--- src/rtl/aes_round_sequencer_pkg.sv ---
// Shared definitions for the AES round sequencer: FSM states, mode encoding
// and the Nk -> Nr mapping.
package aes_round_sequencer_pkg;

   typedef enum logic [2:0] {
      ST_IDLE,
      ST_KEYEXP,
      ST_INIT,
      ST_ROUND,
      ST_FINAL,
      ST_HOLD
   } seq_state_t;

   localparam logic MODE_ENC = 1'b0;
   localparam logic MODE_DEC = 1'b1;

   localparam int NR_NK4 = 10;
   localparam int NR_NK6 = 12;
   localparam int NR_NK8 = 14;

   function automatic int nr_for_nk(input int nk);
      case (nk)
         6:       return NR_NK6;
         8:       return NR_NK8;
         default: return NR_NK4;
      endcase
   endfunction

endpackage

--- src/rtl/aes_round_sequencer_counter.sv ---
// Loadable 4-bit round counter with clear, enable and a flag for the last
// full round (count == Nr-1). Saturates at Nr.
module aes_round_counter #(
   parameter int Nr = 10
) (
   input  logic       clk,
   input  logic       reset,
   input  logic       clear,
   input  logic       load,
   input  logic [3:0] load_val,
   input  logic       en,
   output logic [3:0] count,
   output logic       terminal
);

   localparam logic [3:0] NR4 = 4'(Nr);

   always_ff @(posedge clk) begin
      if (reset || clear) begin
         count <= 4'd0;
      end else if (load) begin
         count <= load_val;
      end else if (en && (count != NR4)) begin
         count <= count + 4'd1;
      end
   end

   assign terminal = (count == NR4 - 4'd1);

endmodule

--- src/rtl/aes_round_sequencer.sv ---
// Control FSM for an iterative one-round-per-cycle AES engine: handshake,
// optional key expansion, rounds 0..Nr, and result hold with backpressure.
module aes_round_sequencer
   import aes_round_sequencer_pkg::*;
#(
   parameter int Nk = 4
) (
   input  logic       clk,
   input  logic       reset,
   input  logic       start,
   input  logic       mode,
   input  logic       new_key,
   input  logic       abort,
   input  logic       key_done,
   input  logic       out_ready,
   output logic       ready,
   output logic       busy,
   output logic       key_start,
   output logic       load_state,
   output logic       round_en,
   output logic       last_round,
   output logic       inv,
   output logic [3:0] round_idx,
   output logic [3:0] rk_idx,
   output logic       out_valid
);

   localparam int         Nr  = nr_for_nk(Nk);
   localparam logic [3:0] NR4 = 4'(Nr);

   seq_state_t state, state_next;
   logic       key_loaded;
   logic       inv_q;
   logic       key_first;
   logic       cnt_clear, cnt_load, cnt_en, cnt_terminal;
   logic [3:0] cnt;

   aes_round_counter #(.Nr(Nr)) u_counter (
      .clk      (clk),
      .reset    (reset),
      .clear    (cnt_clear),
      .load     (cnt_load),
      .load_val (4'd1),
      .en       (cnt_en),
      .count    (cnt),
      .terminal (cnt_terminal)
   );

   // Abort overrides every normal transition; leaving for IDLE always zeroes the counter.
   always_comb begin
      state_next = state;
      cnt_load   = 1'b0;
      cnt_en     = 1'b0;
      case (state)
         ST_IDLE:   if (start) state_next = (new_key || !key_loaded) ? ST_KEYEXP : ST_INIT;
         ST_KEYEXP: if (key_done) state_next = ST_INIT;
         ST_INIT: begin
            cnt_load   = 1'b1;
            state_next = ST_ROUND;
         end
         ST_ROUND: begin
            cnt_en = 1'b1;
            if (cnt_terminal) state_next = ST_FINAL;
         end
         ST_FINAL:  state_next = ST_HOLD;
         ST_HOLD:   if (out_ready) state_next = ST_IDLE;
         default:   state_next = ST_IDLE;
      endcase
      if (abort && (state != ST_IDLE)) begin
         state_next = ST_IDLE;
         cnt_load   = 1'b0;
         cnt_en     = 1'b0;
      end
      cnt_clear = (state_next == ST_IDLE);
   end

   // key_first marks the first KEYEXP cycle so key_start is a single pulse.
   always_ff @(posedge clk) begin
      if (reset) begin
         state      <= ST_IDLE;
         key_loaded <= 1'b0;
         inv_q      <= MODE_ENC;
         key_first  <= 1'b0;
      end else begin
         state     <= state_next;
         key_first <= (state != ST_KEYEXP) && (state_next == ST_KEYEXP);
         if ((state == ST_IDLE) && start) begin
            inv_q <= (mode == MODE_DEC);
         end
         if (abort && (state == ST_KEYEXP)) begin
            key_loaded <= 1'b0;
         end else if ((state == ST_KEYEXP) && key_done) begin
            key_loaded <= 1'b1;
         end
      end
   end

   assign ready      = (state == ST_IDLE);
   assign busy       = (state != ST_IDLE);
   assign key_start  = (state == ST_KEYEXP) && key_first;
   assign load_state = (state == ST_INIT);
   assign round_en   = (state == ST_ROUND) || (state == ST_FINAL);
   assign last_round = (state == ST_FINAL);
   assign out_valid  = (state == ST_HOLD);
   assign inv        = inv_q;
   assign round_idx  = cnt;
   assign rk_idx     = inv_q ? (NR4 - cnt) : cnt;

endmodule
--- config.mk ---
export PLATFORM = sky130hd
export DESIGN_NAME = aes_round_sequencer
export DESIGN_NICKNAME = d
export VERILOG_FILES = /design/src/rtl/aes_round_sequencer_pkg.sv /design/src/rtl/aes_round_sequencer_counter.sv /design/src/rtl/aes_round_sequencer.sv
export SDC_FILE = /design/constraint.sdc
export NUM_CORES = 1
export LEC_CHECK = 0
export ABC_AREA = 1
export CAP_MARGIN = 25
export CORE_ASPECT_RATIO = 1.2
export CORE_UTILIZATION = 46
export DETAILED_ROUTE_END_ITERATION = 10
export GPL_ROUTABILITY_DRIVEN = 0
export PLACE_DENSITY = 0.78
export SYNTH_ARGS = -nofsm -noshare
export SYNTH_HDL_FRONTEND = slang
export SYNTH_HIERARCHICAL = 1
export SYNTH_SLANG_ARGS = --single-unit
--- constraint.sdc ---
create_clock -name clk -period 1.9 [get_ports clk]
set_input_delay 0.285 -clock clk [delete_from_list [all_inputs] [get_ports clk]]
set_output_delay 0.285 -clock clk [all_outputs]
set_load 0.02 [all_outputs]
# --- Word-level counts from Yosys, hierarchy flattened ---
# Index checks and enable logic that the tools add are counted.
op_classes:
  mux: 14
  n_addsub: 2
  eq_ne: 9
  reduce_logical: 17
op_table:
  columns: ["cell", "n"]
  rows:
  - ["3-bit case mux with 6 select lines", 1]
  - ["3-bit 2-to-1 mux", 5]
  - ["1-bit logical AND", 7]
  - ["3-bit by 1-bit equality test with 1-bit output (second input constant)", 2]
  - ["3-bit by 2-bit equality test with 1-bit output (second input constant)", 2]
  - ["3-bit equality test (second input constant)", 2]
  - ["3-bit logical NOT", 2]
  - ["1-bit 2-to-1 mux", 6]
  - ["4-bit by 1-bit adder with 4-bit output (second input constant)", 1]
  - ["4-bit equality test (second input constant)", 1]
  - ["4-bit 2-to-1 mux", 1]
  - ["4-bit != test (second input constant)", 1]
  - ["2-bit OR reduction", 2]
  - ["4-bit subtractor (first input constant)", 1]
  - ["1-bit logical OR", 3]
  - ["3-bit by 1-bit != test with 1-bit output (second input constant)", 1]
  - ["3-bit nonzero test", 1]
  - ["2-bit 2-to-1 mux", 1]
  - ["2-bit nonzero test", 1]
  - ["1-bit logical NOT", 1]
word_totals:
  wordCells: 48
  register_bits: 10
  inputBits: 8

# --- Logic depth before layout (Yosys ltp) ---
# Gate-level depths: netlist of the first run.
logic_depth:
  ltp_word: 9
  depth_mapped: 12
  ltp_nobuf: 12

# --- Hierarchy ---
# The synthesis of the first run kept the hierarchy.
by_module_without_submodules:
  columns: ["mod", "instances", "area_each_um2", "cells_each"]
  rows:
  - ["aes_round_sequencer", 1, 509.2, 77]
  - ["aes_round_counter", 1, 331.6, 46]

# --- Least setup slack after synthesis of the first run ---
# No wires, ideal clock.
synth_timing:
  kind: "register to register"
  from: "register u_counter.count[0]"
  to: "register u_counter.count[1]"
  t_arrival_ns: 1.714
  path_stages_with_launch: 12
  setup_time_ns: 0.118
  path_slack_ns: 0.068
  path_buffers: 0
  period_less_slack_ns: 1.832
  cell_sequence: "dfxtp_1 > ha_1 > and3_1 > nand2_4 > nand2_2 > nand3_2 > nor2_4 > nor2_2 > nor2_2 > nor2_8 > o21ai_1 > a21oi_1"
synth_via:
  elab_chain_cells: 7
  word_cells_on_any_way: 10
  classes_between: "add/sub: 1; eq/ne: 2; mux: 3; reduce/logical: 4"
synth_lines:
  columns: ["item", "line", "rtl"]
  rows:
  - ["start: declaration", "aes_round_sequencer_counter.sv:12", "output logic [3:0] count,"]
  - ["start signal: assignment", "aes_round_sequencer_counter.sv:22", "count <= load_val;"]
  - ["start signal: assignment", "aes_round_sequencer_counter.sv:24", "count <= count + 4'd1;"]
  - ["4-bit equality test", "aes_round_sequencer_counter.sv:28", "assign terminal = (count == NR4 - 4'd1);"]
  - ["named net cnt_terminal", "aes_round_sequencer.sv:35", "logic cnt_clear, cnt_load, cnt_en, cnt_terminal;"]
  - ["3-bit 2-to-1 mux", "aes_round_sequencer.sv:63", "if (cnt_terminal) state_next = ST_FINAL;"]
  - ["3-bit case mux with 6 select lines", "aes_round_sequencer.sv:54", "case (state)"]
  - ["3-bit 2-to-1 mux", "aes_round_sequencer.sv:69", "if (abort && (state != ST_IDLE)) begin"]
  - ["3-bit logical NOT", "aes_round_sequencer.sv:74", "cnt_clear = (state_next == ST_IDLE);"]
  - ["named net cnt_clear", "aes_round_sequencer.sv:35", null]
  - ["1-bit logical OR", "aes_round_sequencer_counter.sv:19", "if (reset || clear) begin"]
  - ["2-bit OR reduction (no source line)", null, null]
# The timed path passes the listed nets, and every way through them passes these cells.
# A chain may end at the register's enable or synchronous reset.

# --- Worst setup path in the final report of the first run ---
layout_timing:
  from: "register state[1]"
  to: "output ready"
layout_via:
  elab_chain_cells: 1
layout_lines:
  columns: ["item", "line", "rtl"]
  rows:
  - ["start: declaration", "aes_round_sequencer.sv:31", "seq_state_t state, state_next;"]
  - ["start signal: assignment", "aes_round_sequencer.sv:85", "state <= state_next;"]
  - ["3-bit logical NOT", "aes_round_sequencer.sv:98", "assign ready = (state == ST_IDLE);"]
  - ["end: declaration", "aes_round_sequencer.sv:16", "output logic ready,"]
# No other way between the ends.

==> reports/results.tsv, run 1 <==
metric	value	unit
hold buffer count at cts	0	
number of buffers added on ports	23	
Non-Filler Instances	172	
Unique masters post-synth	26	
Ports	24	
sequential fraction of the synthesis area	0.238	
status	finished, final reports clean	
WP data required	1.62	ns
final worst clock skew	0.00195	ns
remaining global-route overflow	0	
final core occ	0.681	
Hold EP	key_loaded	
Worst Hold Launch	key_loaded	
internal reg-to-reg setup slack	0.22	ns
kind of critical path	reg -> out	
EDFF count, synth	0	
Hold Path Class	reg -> reg	
PD cells	725	nW/um^2
fmax	553	MHz
Post-Synthesis Cell Area	841	sq um
GRT Resource Usage Total	0.191	
H-Tree Depth	1	
Post-CTS Setup Bufs	0	
Max stage delay on crit path	0.60	ns
cell family with most CP delay	buffers and inverters	
Die ar.	2000	sq um
most common cell in the netlist	nand2_1	
number of max-cap violations	0	
Reg2Reg Depth	11	
clock latency on the worst-skew pair	0.26	ns
Reg-to-Reg Start	u_counter/count[0]	
crit-path cells	nor2_4 > nand2_4 > inv_2 > clkdlybuf4s50_1	
final worst path period need	1.81	ns
largest net degree at the start of global routing	10	
Avg WL per Cell	10.2	microns
Async SR Flop Fraction	0	
vias in the first global route	663	
Post-Syn Area per Cell	6.84	sq um
Fin Setup TNS	0	ns
Critical Path Fanout Max	3	
cell row count	16	
multi-input logic area	544	sq um
Critical Path Start Type	flop	
Ant. Diodes	0	
Filler Cell Count	155	
routed vias/inst	4.86	
crit end category	primary output	
leakage power	0.618	nW
clk slew on worst S/H paths	0.07	ns
worst IR drop on VDD	0.571	mV
DRT iter0 DRCs	15	
clk buf depth	2	
first-pass GRT wire length	2780	microns
sequential cell area	203	sq um
CTS tree	done	
antenna viol nets, final	0	
Critical Path Slowest Stage Cell	clkdlybuf4s50_1	
RR Endpoint	u_counter/count[1]	
ys flop type	dfxtp_1	
final wirelength	1750	microns
CTS sink cnt	10	
root buffer cell	clkbuf_4	
drc violations	0	
initial antenna violation count	0	
Final Max Tran Viols	0	
DP HPWL	1430	microns
layout cells sized above 1	0.221	
area added between synthesis and finish	36.2	%
Initial Utilization	0.500	
placed insts	169	
DRT Pass-1 Iters	4	
Die W	41.0	microns
hold path depth	2	
Worst Path Arrival	1.52	ns
warnings from Yosys	6	
DIE HEIGHT	48.8	microns
most common library cells after synthesis	nand2_1 (25), inv_1 (18), dfxtp_1 (10), nor2_1 (10), nand3_1 (9)	
Yosys top cell area share	0.238	
final count of hold timing violations	0	
cells after synthesis	123	
Final Cycle Share	0.952	
number of synthesized register bits	10	
routed via count	836	
Area contributors post-synth	dfxtp_1 (24%), nand2_1 (11%), inv_1 (8.0%)	
worst path bufs/invs	2	
core footprint	1680	sq um
TritonCTS Buffers	3	
endpoints failing setup	0	
net count reported at finish	168	
Synth area leader	dfxtp_1	
RSZ-0062 raised after global routing	false	
worst register-to-register path: stages, from the launching register on:
cell     delay, ns
dfxtp_1       0.40
ha_1          0.16
and3_1        0.22
nand2_4       0.06
nand2_2       0.08
nand3_2       0.10
nor2_4        0.13
nor2_2        0.04
nor2_2        0.18
nor2_8        0.06
o21ai_1       0.08
a21oi_1       0.05
flip-flops by register name (all words and copies together), names as in the netlist:
signal / cells
u_counter/count: 4
state: 3
inv: 1
key_first: 1
key_loaded: 1
through the flow:
| stage | power (mW) | worst slack [ns] | hold slack, ns | instance area (sq um) |
|---|---|---|---|---|
| final | 0.830 | 0.0910 | 0.491 | 1140 |
| after global routing | 0.886 | 0.0289 | 0.500 | 1140 |
| after CTS | 0.837 | 0.0640 | 0.489 | 1140 |
| after detailed placement | 0.692 | 0.133 | 0.481 | 1120 |
| after global placement | 0.684 | 0.153 | 0.467 | 1120 |
| after floorplan | 0.559 | 0.0682 | 0.355 | 848 |
layout by cell type, fill, tap and decap left out, drive strengths merged, types with 4 or more instances in the layout:
master,count
nand2,32
inv,22
nor2,17
clkdlybuf4s50,16
nand3,12
dfxtp,10
dlygate4sd2,6
buf,6
nand4,5
ha,4
conb,4
a21oi,4
cells by family (layout without fill, tap and decap cells):
kind of cell / Yosys count / count (layout) / share of synthesized area
other: 2 / 4 / 0.00893
XOR/XNOR: 3 / 3 / 0.0313
flip-flops: 10 / 10 / 0.238
AO/OA/AOI/OAI: 10 / 10 / 0.0744
AND/OR/NAND/NOR: 69 / 69 / 0.458
adder cells (fa/ha/maj): 4 / 4 / 0.0595
buffers and inverters: 25 / 54 / 0.129
cell type report:
| class | count | area share |
|---|---|---|
| Clock buffer | 3 | 0.0197 |
| Multi-Input combinational cell | 90 | 0.475 |
| Inverter | 22 | 0.0721 |
| Timing Repair Buffer | 29 | 0.236 |
| Sequential cell | 10 | 0.177 |
| Tap cell | 18 | 0.0197 |
worst max-delay path by stage:
stage          slack, ns  cells past startpoint            endpoint               start
3_5_place_dp        0.13                      3           rk_idx[1]  u_counter/count[1]
4_1_cts             0.06                      4           key_start            state[2]
3_3_place_gp        0.15                      3           rk_idx[1]  u_counter/count[1]
6_report            0.09                      4               ready            state[1]
5_1_grt             0.03                      4               ready            state[0]
2_1_floorplan       0.07                     11  u_counter/count[1]  u_counter/count[0]
power breakdown:
group / leakage [nW] / internal (mW) / switching (mW)
clock: 0.0138 / 0.0732 / 0.0746
combinational: 0.522 / 0.173 / 0.244
sequential: 0.0823 / 0.234 / 0.0314
total: 0.618 / 0.480 / 0.350
layer usage:
layer,vias to the layer above,wire length (microns),global-route usage
met1,361,863,0.286
met4,0,8,0.0500
li1,446,-,-
met5,-,0,0
met2,27,795,0.271
met3,2,79,0.0411
timing repair:
| item | 4_1_cts | 5_1_grt |
|---|---|---|
| endpoints found under the setup margin | 8 | 1 |
| gates resized for setup | 9 | 1 |
| hold endpoints to repair | 0 | 0 |
| pin swaps | 0 | 0 |
Note: power is estimated with default switching activity, not from simulation.
==> run 2, diff against run 1 <==
- ABC_CLOCK_PERIOD_IN_PS: unset -> 1900
- CAP_MARGIN: 25 -> 20
==> results of run 2 <==
Final layout, timing and power as in run 1 (identical DEF).
==> RTL change (config.mk and constraints of run 1) <==
Register the inputs `mode`, `new_key` and `key_done` before use. The logic sees them one clock later. The other inputs are not delayed to match.
--- a/src/rtl/aes_round_sequencer.sv
+++ b/src/rtl/aes_round_sequencer.sv
@@ -30,2 +30,12 @@
 
+   logic mode_q;
+   logic new_key_q;
+   logic key_done_q;
+
+   always_ff @(posedge clk) begin
+      mode_q     <= mode;
+      new_key_q  <= new_key;
+      key_done_q <= key_done;
+   end
+
    seq_state_t state, state_next;
@@ -54,4 +64,4 @@
       case (state)
-         ST_IDLE:   if (start) state_next = (new_key || !key_loaded) ? ST_KEYEXP : ST_INIT;
-         ST_KEYEXP: if (key_done) state_next = ST_INIT;
+         ST_IDLE:   if (start) state_next = (new_key_q || !key_loaded) ? ST_KEYEXP : ST_INIT;
+         ST_KEYEXP: if (key_done_q) state_next = ST_INIT;
          ST_INIT: begin
@@ -87,3 +97,3 @@
          if ((state == ST_IDLE) && start) begin
-            inv_q <= (mode == MODE_DEC);
+            inv_q <= (mode_q == MODE_DEC);
          end
@@ -91,3 +101,3 @@
             key_loaded <= 1'b0;
-         end else if ((state == ST_KEYEXP) && key_done) begin
+         end else if ((state == ST_KEYEXP) && key_done_q) begin
             key_loaded <= 1'b1;
Formal check against the unedited RTL: not equivalent (a bounded check fails within 4 cycles, from zero or initial values and one cycle with reset high).
==> RTL change against run 1 <==
- global-route usage is 2.6 points higher
- count of clock-buffer cells in the layout unchanged
- design area down 0.33%
- area after synthesis is 3.0% lower
- largest power group is now registers
- setup slack worse by 25 ps
- sequential share of layout area increased by 5.4 points
- clock skew rose by 3.4 ps
- critical path depth unchanged
- wire length is 8.1% higher
- clock power is 12% higher
- utilization rose by 1.4 points
- total power down 12%
- sequential cell count rose by 3
==> RTL change: results (changes against run 1) <==
<table>
<tr><th>Metric</th><th>Value</th></tr>
<tr><th colspan="2">Status</th></tr>
<tr><td>Run status</td><td>completed</td></tr>
<tr><th colspan="2">Detailed routing</th></tr>
<tr><td>First-pass iteration count of the detailed router</td><td>4 (unchanged)</td></tr>
<tr><td>Iteration-0 DRC count of the detailed router</td><td>16 (+1)</td></tr>
<tr><td>Via density</td><td>4.92 (+1.2%)</td></tr>
<tr><td>Average detailed-routed wire length per instance</td><td>11.2 um (+11%)</td></tr>
<tr><th colspan="2">Floorplan</th></tr>
<tr><td>Starting density of the core</td><td>49.7% (-0.30 points)</td></tr>
<tr><th colspan="2">Synthesis</th></tr>
<tr><td>Post-synthesis sequential area ratio</td><td>31.9% (+8.1 points)</td></tr>
<tr><td>Cells taking the most area after synthesis</td><td>sky130_fd_sc_hd__dfxtp_1 (32%), sky130_fd_sc_hd__nand2_1 (12%), sky130_fd_sc_hd__inv_1 (7.4%)</td></tr>
<tr><td>Post-synthesis cell type count</td><td>25 (-3.8%)</td></tr>
<tr><td>Top cell types by occurrence after synthesis</td><td>sky130_fd_sc_hd__nand2_1 (27), sky130_fd_sc_hd__inv_1 (16), sky130_fd_sc_hd__nor2_1 (15)</td></tr>
<tr><th colspan="2">Power and ir drop</th></tr>
<tr><td>IR Drop Worst-Case VDD</td><td>0.605 mV (+6.0%)</td></tr>
<tr><td>Static power due to leakage</td><td>0.604 nW (-2.2%)</td></tr>
<tr><th colspan="2">STA</th></tr>
<tr><td>Final total negative setup slack</td><td>0 ps (unchanged)</td></tr>
<tr><td>Worst clock skew</td><td>5.40 ps (+3.44 ps)</td></tr>
<tr><th colspan="2">Setup path</th></tr>
<tr><td>Arrival time at the worst endpoint</td><td>1550 ps (+30 ps)</td></tr>
<tr><td>CP max FO</td><td>7 (+4)</td></tr>
<tr><td>Slowest CP cell</td><td>sky130_fd_sc_hd__clkdlybuf4s50_1</td></tr>
<tr><th colspan="2">Global route</th></tr>
<tr><td>First-pass GRT wire length</td><td>2840 um (+2.0%)</td></tr>
<tr><td>Vias in the first global route</td><td>702 (+5.9%)</td></tr>
<tr><td>Global router's overall resource usage</td><td>21.7% (+2.6 points)</td></tr>
<tr><td>Largest net degree at the start of global routing</td><td>9 (-1)</td></tr>
<tr><th colspan="2">Placed design</th></tr>
<tr><td>Detailed placer's ending HPWL</td><td>1470 um (+3.1%)</td></tr>
<tr><th colspan="2">Final layout</th></tr>
<tr><td>Fill count</td><td>159 (+2.6%)</td></tr>
<tr><td>Final nets</td><td>163 (-3.0%)</td></tr>
<tr><td>Largest regs</td><td>u_counter/count: 4 flops, state: 3 flops</td></tr>
<tr><td>Layout cell share with drive strength beyond 1</td><td>18.0% (-4.1 points)</td></tr>
<tr><th colspan="2">Clock network</th></tr>
<tr><td>Longest Clk Path Bufs</td><td>2 (unchanged)</td></tr>
<tr><td>Skew-Pair Late Insertion Delay</td><td>270 ps</td></tr>
<tr><th colspan="2">Min path</th></tr>
<tr><td>Hold crit path type</td><td>input port to flop</td></tr>
</table>
RTL change: cell count changes after synthesis, sizes merged, moves of 2 or more:
cell,delta
dfxtp,+3
nand3,-2
nand2,-2
nand4,-3
inv,-3
RTL change: area by class of cell:
class	instances	area share (%)
Multi-Input combinational cell	86	42.9
Tap cell	18	1.97
Sequential cell	13	23.1
Clock buffer	3	1.97
Clock inverter	1	0.439
Timing Repair Buffer	28	23.4
Inverter	19	6.25
RTL change: final timing paths:
path              slack (ps)                from  cells after the start                  to
hold / removal           450             new_key                      1           new_key_q
setup reg to reg         190  u_counter/count[1]                     14  u_counter/count[1]
setup / recovery          70            state[0]                      4               ready
hold reg to reg          490              mode_q                      2                 inv
RTL change: kinds of logic (layout without fill, tap and decap cells):
kind of cell / count (synthesis) / after routing / share of synthesized area, %
other cells: 2 / 4 / 0.921
flops: 13 / 13 / 31.9
compound gates: 12 / 12 / 9.97
buf+inv: 21 / 51 / 10.6
xor+xnor: 3 / 3 / 3.22
simple gates: 63 / 63 / 37.3
fa+ha+maj: 4 / 4 / 6.14
RTL change: per-layer routing:
layer	track usage, %	vias up	wire, um
met5	0	-	0
met4	8.67	0	13
met3	2.74	2	81
met2	40.0	29	1020
met1	24.7	369	777
li1	-	426	-
RTL change: per-stage QoR:
stage               hold slack [ps]  instance area (um^2)  setup slack, ps  instances  util [%]
finish                          447                  1140             66.2        168      69.5
global route                    438                  1140            -55.7        168      69.5
CTS                             441                  1120             9.03        168      68.4
detailed placement              479                  1100             55.8        164      66.9
global placement                462                  1100              111        164      66.9
floorplan                       313                   823             13.2        120         -
RTL change: power breakdown:
group	total (mW)	switching, mW	leakage, nW	internal, mW
sequential	0.308	0.0168	0.108	0.292
combinational	0.256	0.153	0.479	0.103
clock	0.166	0.0883	0.0177	0.0779
RTL change: what timing repair did:
| item | CTS | global route |
|---|---|---|
| setup endpoints to repair | 7 | 6 |
| gates resized for setup | 7 | 7 |
| hold buffers | 0 | 0 |
| pin swaps | 0 | 1 |
